**src/rtl/pipe_hazard_ctrl.sv**
```systemverilog
// ============================================================================
// Module   : pipe_hazard_ctrl
// Brief    : Run/stall/flush control for a 5-stage in-order pipeline.
//            Optional perf counters when PIPE_HAZARD_PERF_EN is defined.
// Revision : 1.0  initial release
// ============================================================================
`default_nettype none

module pipe_hazard_ctrl #(
    parameter int REG_AW = 5,
    parameter int MC_LAT = 4,
    parameter int DEPTH  = 4
) (
    input  logic              clk,
    input  logic              rst_n,
    input  logic              start,
    input  logic              halt,
    input  logic [REG_AW-1:0] id_rs1,
    input  logic [REG_AW-1:0] id_rs2,
    input  logic              id_use1,
    input  logic              id_use2,
    input  logic              ex_valid,
    input  logic [REG_AW-1:0] ex_rd,
    input  logic              ex_is_load,
    input  logic              ex_br_taken,
    input  logic              ex_mc_start,
    output logic              pipe_en,
    output logic              pc_stall,
    output logic              pc_redirect,
    output logic              stall_ifid,
    output logic              stall_idex,
    output logic              flush_ifid,
    output logic              flush_idex,
    output logic              flush_exmem,
    output logic              running
`ifdef PIPE_HAZARD_PERF_EN
    ,
    output logic [31:0]       perf_stall_cyc,
    output logic [31:0]       perf_flush_cnt
`endif
);

    typedef enum logic [1:0] {
        S_IDLE    = 2'd0,
        S_RUN     = 2'd1,
        S_MC_BUSY = 2'd2,
        S_DRAIN   = 2'd3
    } state_t;

    localparam int             DCW          = (DEPTH > 1) ? $clog2(DEPTH) : 1;
    localparam bit             MC_STALLS    = (MC_LAT > 1);
    localparam logic [3:0]     MC_RELOAD    = MC_STALLS ? 4'(MC_LAT - 2) : 4'd0;
    localparam logic [DCW-1:0] DRAIN_RELOAD = DCW'(DEPTH - 1);

    state_t         state, state_d;
    logic [3:0]     mc_cnt, mc_cnt_d;
    logic [DCW-1:0] drain_cnt, drain_cnt_d;
    logic           halt_pend, halt_pend_d;
    logic           load_use, br_go, mc_go;

    assign load_use = ex_valid && ex_is_load && (ex_rd != '0) &&
                      ((id_use1 && (id_rs1 == ex_rd)) || (id_use2 && (id_rs2 == ex_rd)));
    assign br_go    = ex_valid && ex_br_taken;
    assign mc_go    = ex_valid && ex_mc_start && MC_STALLS;

    always_ff @(posedge clk or negedge rst_n) begin
        if (!rst_n) begin
            state     <= S_IDLE;
            mc_cnt    <= '0;
            drain_cnt <= '0;
            halt_pend <= 1'b0;
        end else begin
            state     <= state_d;
            mc_cnt    <= mc_cnt_d;
            drain_cnt <= drain_cnt_d;
            halt_pend <= halt_pend_d;
        end
    end

    always_comb begin
        state_d     = state;
        mc_cnt_d    = mc_cnt;
        drain_cnt_d = drain_cnt;
        halt_pend_d = halt_pend;
        pipe_en     = 1'b0;
        pc_stall    = 1'b0;
        pc_redirect = 1'b0;
        stall_ifid  = 1'b0;
        stall_idex  = 1'b0;
        flush_ifid  = 1'b0;
        flush_idex  = 1'b0;
        flush_exmem = 1'b0;
        unique case (state)
            S_IDLE: begin
                if (start) state_d = S_RUN;
            end
            S_RUN: begin
                pipe_en = 1'b1;
                if (halt || halt_pend) begin
                    pc_stall    = 1'b1;
                    flush_ifid  = 1'b1;
                    halt_pend_d = 1'b0;
                    drain_cnt_d = DRAIN_RELOAD;
                    state_d     = S_DRAIN;
                end else if (br_go) begin
                    // A load-use hit in the same cycle is moot: its ID instr is squashed.
                    pc_redirect = 1'b1;
                    flush_ifid  = 1'b1;
                    flush_idex  = 1'b1;
                end else if (mc_go) begin
                    pc_stall    = 1'b1;
                    stall_ifid  = 1'b1;
                    stall_idex  = 1'b1;
                    flush_exmem = 1'b1;
                    mc_cnt_d    = MC_RELOAD;
                    state_d     = S_MC_BUSY;
                end else if (load_use) begin
                    pc_stall   = 1'b1;
                    stall_ifid = 1'b1;
                    flush_idex = 1'b1;
                end
            end
            S_MC_BUSY: begin
                pipe_en     = 1'b1;
                pc_stall    = 1'b1;
                stall_ifid  = 1'b1;
                stall_idex  = 1'b1;
                flush_exmem = 1'b1;
                if (halt) halt_pend_d = 1'b1;
                if (mc_cnt == 4'd0) state_d  = S_RUN;
                else                mc_cnt_d = mc_cnt - 4'd1;
            end
            S_DRAIN: begin
                pipe_en    = 1'b1;
                pc_stall   = 1'b1;
                flush_ifid = 1'b1;
                if (drain_cnt == '0) state_d     = S_IDLE;
                else                 drain_cnt_d = drain_cnt - DCW'(1);
            end
            default: state_d = S_IDLE;
        endcase
    end

    assign running = (state != S_IDLE);

`ifdef PIPE_HAZARD_PERF_EN
    always_ff @(posedge clk or negedge rst_n) begin
        if (!rst_n) begin
            perf_stall_cyc <= '0;
            perf_flush_cnt <= '0;
        end else begin
            if (pc_stall && ((state == S_RUN) || (state == S_MC_BUSY)))
                perf_stall_cyc <= perf_stall_cyc + 32'd1;
            if (pc_redirect)
                perf_flush_cnt <= perf_flush_cnt + 32'd1;
        end
    end
`endif

endmodule

`default_nettype wire
```
**config.mk**
```make
export PLATFORM = sky130hd
export DESIGN_NAME = pipe_hazard_ctrl
export DESIGN_NICKNAME = d
export VERILOG_FILES = /design/src/rtl/pipe_hazard_ctrl.sv
export SDC_FILE = /design/constraint.sdc
export NUM_CORES = 1
export LEC_CHECK = 0
export ABC_AREA = 0
export CAP_MARGIN = 25
export CORE_UTILIZATION = 40
export CTS_BUF_LIST = sky130_fd_sc_hd__clkbuf_2
export CTS_CLUSTER_DIAMETER = 30
export DETAILED_ROUTE_END_ITERATION = 6
export GPL_TIMING_DRIVEN = 0
export HOLD_SLACK_MARGIN = 0.1
export PLACE_DENSITY_LB_ADDON = 0.15
export SETUP_SLACK_MARGIN = 0.02
export SYNTH_ARGS = -nofsm -noshare
export SYNTH_HDL_FRONTEND = slang
export SYNTH_SLANG_ARGS = --single-unit
```
**constraint.sdc**
```tcl
create_clock -name clk -period 1.7 [get_ports clk]
set_clock_uncertainty 0.1 [all_clocks]
set_input_delay 0.34 -clock clk [delete_from_list [all_inputs] [get_ports clk]]
set_output_delay 0.34 -clock clk [all_outputs]
set_load 0.1 [all_outputs]
```
After elaboration in Yosys (flattened, before gate mapping)
Cells that the tools add are included.
W data, S select, Z words.
{ "op_classes": {"n_addsub": 2, "eq_ne": 17, "n_mux": 39, "n_reduce_logical": 22} }
{ "op_table": {"columns": ["cell", "count"], "rows": [
  ["$ne A2 B2 Y1 const B", 10],
  ["$mux W1", 19],
  ["$mux W2", 8],
  ["$mux W4", 4],
  ["$eq A5 B5 Y1", 2],
  ["$pmux W1 S2", 5],
  ["$reduce_and A5 Y1", 2],
  ["$pmux W2 S4", 1],
  ["$pmux W4 S2", 1],
  ["$logic_and A1 B1 Y1", 7],
  ["$ne A3 B3 Y1 const B", 2],
  ["$reduce_and A3 Y1", 2],
  ["$reduce_bool A2 Y1", 3],
  ["$reduce_bool A5 Y1", 1],
  ["$eq A2 B2 Y1 const B", 2],
  ["$logic_not A2 Y1", 2],
  ["$logic_not A4 Y1", 1],
  ["$pmux W2 S2", 1],
  ["$sub A4 B1 Y4 const B", 1],
  ["$reduce_or A3 Y1", 1],
  ["$eq A2 B1 Y1 const B", 1],
  ["$logic_or A1 B1 Y1", 2],
  ["$reduce_or A2 Y1", 1],
  ["$sub A2 B1 Y2 const B", 1]
]} }
{ "word_totals": {"reg_bits": 9, "inputBits": 25, "out_inout_bits": 9, "wordCells": 84} }

Logic depth before layout (Yosys ltp)
{ "logic_depth": {"ltp_word": 9, "mapped_depth": 6, "depth_no_buf": 6} }

Least setup slack after synthesis
No wires, ideal clock.
{ "synth_timing": {"path_kind": "register -> output", "from": "reg state[1]", "to": "out stall_ifid", "arrival_time_ns": 4.280, "t_required_ns": 1.260, "setup_slack_ns": -3.020, "stages_incl_launch_ff": 7, "path_buffers": 0, "path_cell_list": "dfrtp_1 > inv_1 > ha_1 > nor3b_4 > nand2_1 > a21boi_0 > o21bai_1"} }
{ "synth_between": {"elab_chain_len": 2, "elab_cells_between_ends": 3, "cone_classes": "2 x eq/ne; 1 x mux"} }
{ "synth_lines": {"columns": ["item", "line_no", "source"], "rows": [
  ["start: declaration", "55", "state_t state, state_d;"],
  ["start signal: assignment", "73", "state <= state_d;"],
  ["$eq A2 B2 Y1 / $eq A2 B1 Y1 (equally long branches)", "93", "unique case (state)"],
  ["$pmux W1 S2 *", "93", null],
  ["end: declaration", "30", "output logic stall_ifid,"]
]} }
Every way passes the cells marked *; elsewhere a longest branch is shown, timed or not.

Final worst setup path
Ends and elaborated chain as after synthesis.

==> summary.txt <==
Outcome
  – Outcome: finished with violations
  – Failing checks: setup timing

Synthesis
  – Syn Nets: 131
  – Synth warnings: 0
  – Synth area leader: dfrtp_1
  – Register area share after synthesis: 0.265
  – Commonest register cell after synthesis: dfrtp_1
  – Commonest cells in the netlist: inv_1, nand2_1, dfrtp_1, a21oi_1, xor2_1
  – Avg Cell Area, Syn: 8.57 um2
  – Post-synthesis cell area: 848 um2
  – Top cells by area, synth: dfrtp_1, ha_1, xor2_1, a21oi_1, inv_1
  – Number of synthesized flops with an enable pin: 0
  – Post-synth cell types: 34
  – Syn Inst Count: 99
  – Fraction of registers with async set/reset: 1.00
  – Synthesized flop and latch total: 9
  – Area share of the largest cell type after synthesis: 0.265

Global routing
  – Top Usage Layer GRT: met2
  – GR Layer Usage met2: 0.468
  – Met3 Use GR: 0.0717
  – Initial antenna violation count: 0
  – Vias in the first global route: 921
  – Grt ovf: 0
  – M1 GR Usage: 0.246
  – All-Layer GR Usage: 0.251
  – Largest net degree at the start of global routing: 10
  – First-pass GRT wire length: ~3800 um

Detailed routing
  – Pre-Repair DR Iteration Count: 5
  – Final wirelength: 3130 um
  – Starting DRC count in detailed routing: 13
  – Post-route DRC: 0
  – DRT antenna net count: 0
  – Via density: approximately 5.6
  – Wire per inst: ~17 um
  – Via count: around 1.0k

Finish
  – Register area: around 230 um2
  – Multi-input logic area: around 780 um2
  – Area growth syn-to-layout: 94.2%
  – NumNets Final: 187
  – Fillers: around 110
  – Ratio of cells with drive above 1 in the final layout: 0.487
  – Diode count: 0

Critical path
  – Slowest cell on crit path: dfrtp_1
  – CP Launch Type: flop
  – Worst setup EP type: output pin
  – Crit Path Class: reg2out
  – Crit Path Max Fanout: 4
  – Required @ worst endpoint: ~1.3 ns
  – Critical Path AT: slightly below 2 ns
  – CP max stage delay: 0.45 ns
  – CP Cell Sequence: inv_2, ha_4, buf_6, nor3b_4, nand2_2, a21boi_4, o21bai_4, buf_12

Timing
  – Final setup fails: 15
  – Fmax: 0.411 GHz
  – RSZ-0062 raised after global routing: yes
  – Fin Hold WS: roughly 0.26 ns
  – Min cycle time layout: 2.43 ns
  – Final Cycle Share: 1.43
  – Fin. Hold Viols: 0
  – Worst slew pin tran: 0.408 ns
  – Final Max Slew Viols: 0
  – Relative slew slack: 0.727
  – Final worst-path setup slack: -0.734 ns

Hold path
  – Worst hold path class: in2async

Clock network
  – CTS tree: done
  – Max Root-Sink Buffers: 2
  – Htree depth: 1
  – # clock sinks: 9
  – Hold buffers post-CTS: 0
  – Clock Latency Late Sink: roughly 0.26 ns
  – Clock root buffer: clkbuf_2
  – CTS Buf Count: 3
  – Worst-path clk slew: 0.10 ns

Place
  – GP Congestion: about 0.80
  – Input/output buffers: 33
  – Hpwl dp: 1710 um

Pwr
  – Peak supply drop: between 1.5 and 2 mV
  – Pwr per Cell Area: between 1500 and 2000 nW/um2
  – P_sw: about 1.7 mW
  – Cell leakage power: 0.722 nW
  – Power Internal: roughly 1.5 mW
  – Power share of the clock group: 0.046
  – Seq pwr share: 0.132
  – Comb pwr share: 0.822
  – Tot Pwr: around 3.1 mW
  – Switching share of power: 0.527

Die
  – Core box area: slightly below 2000 um2
  – Initial core utilization: 0.428
  – DIE HEIGHT: between 40 and 50 um
  – Die X: just under 50 um
  – Row count: 16
  – Io pins: 34
  – Die area: roughly 2300 um2

Job
  – Max-Cap Viols: 0
-- layout by cell type (no fill, tap or decap), types with 5 or more instances in the layout --
cell / netlist / routed
a21oi_1: 8 / 5
buf_12: 0 / 7
buf_4: 2 / 16
buf_6: 0 / 6
clkbuf_2: 0 / 5
clkdlybuf4s50_1: 0 / 10
dfrtp_1: 9 / 8
dlygate4sd2_1: 0 / 9
inv_1: 10 / 7
nand2_1: 10 / 7
xor2_1: 8 / 8
-- cell type report --
type / instances / share of cell area
timing repair buffer: 51 / 0.320
clock buffer: 4 / 0.0121
buffer: 2 / 0.0114
tap: 27 / 0.0205
inverter: 10 / 0.0251
multi-input combinational: 78 / 0.474
sequential: 9 / 0.137
-- power by group through the flow --
stage / Clock (mW) / Sequential, mW / Combinational (mW)
6_report: 0.145 / 0.416 / 2.59
5_1_grt: 0.157 / 0.427 / 2.69
4_1_cts: 0.138 / 0.404 / 2.31
3_5_place_dp: 0 / 0.406 / 1.81
3_3_place_gp: 0 / 0.398 / 1.77
2_1_floorplan: 0 / 0.380 / 1.44
-- stage by stage --
stage | TNS [ns] | area, um2 | utilization | setup WS [ns] | instances
after global placement | -13.84 | 1290 | 0.650 | -1.90 | 159
after detailed placement | -14.05 | 1290 | 0.650 | -1.92 | 159
final | -5.66 | 1650 | 0.831 | -0.734 | 181
after floorplan | -3.24 | 923 | - | -0.772 | 99
after global routing | -6.81 | 1650 | 0.831 | -0.830 | 181
after CTS | -4.41 | 1560 | 0.789 | -0.645 | 174
-- cells by family (layout without fill, tap and decap cells) --
| family | after synthesis | after routing | synth area share |
|---|---|---|---|
| buffers and inverters | 12 | 67 | 0.0619 |
| adders and majority gates | 7 | 7 | 0.103 |
| DFF | 9 | 9 | 0.265 |
| muxes | 3 | 3 | 0.0369 |
| and+or+nand+nor | 29 | 29 | 0.199 |
| AOI/OAI and AO/OA | 29 | 29 | 0.230 |
| xor gates and xnor gates | 10 | 10 | 0.103 |
-- routing by layer --
metal	share of wire	vias up
met3	0.059	11
met1	0.37	475
li1	-	468
met4	0.030	0
met2	0.54	58
met5	0	-
-- worst paths after layout --
kind                                       start               endpoint  slack [ns]  cells after the start
max                         state[1]$_DFFE_PN0P_             stall_ifid       -0.73                      8
min                                        rst_n  halt_pend$_DFFE_PN0P_        0.26                      1
max reg2reg                 state[1]$_DFFE_PN0P_  mc_cnt[2]$_DFFE_PN0P_       -0.41                      8
min reg2reg                mc_cnt[1]$_DFFE_PN0P_  mc_cnt[1]$_DFFE_PN0P_        0.48                      1
max in group asynchronous                  rst_n   state[0]$_DFFE_PN0P_        0.94                      1
min in group clk           mc_cnt[1]$_DFFE_PN0P_  mc_cnt[1]$_DFFE_PN0P_        0.48                      1
-- registers in the layout, summed over array words and instances, names as in the netlist --
name       count
mc_cnt         4
halt_pend      1
state          2
drain_cnt      2
-- worst max-delay path, delay by kind of cell, from the launching register on --
kind                       cells  cell delay (ns)
adders and majority gates      1             0.18
AOI/OAI and AO/OA              2             0.38
DFF                            1             0.45
and+or+nand+nor                2             0.30
buffers and inverters          3             0.41
-- what timing repair did --
item | 4_1_cts | 5_1_grt
pin swaps | 13 | 11
endpoints found under the setup margin | 14 | 17
setup buffers | 11 | 9
resized for setup | 126 | 12
No activity file was read; power rests on OpenSTA's default activity.
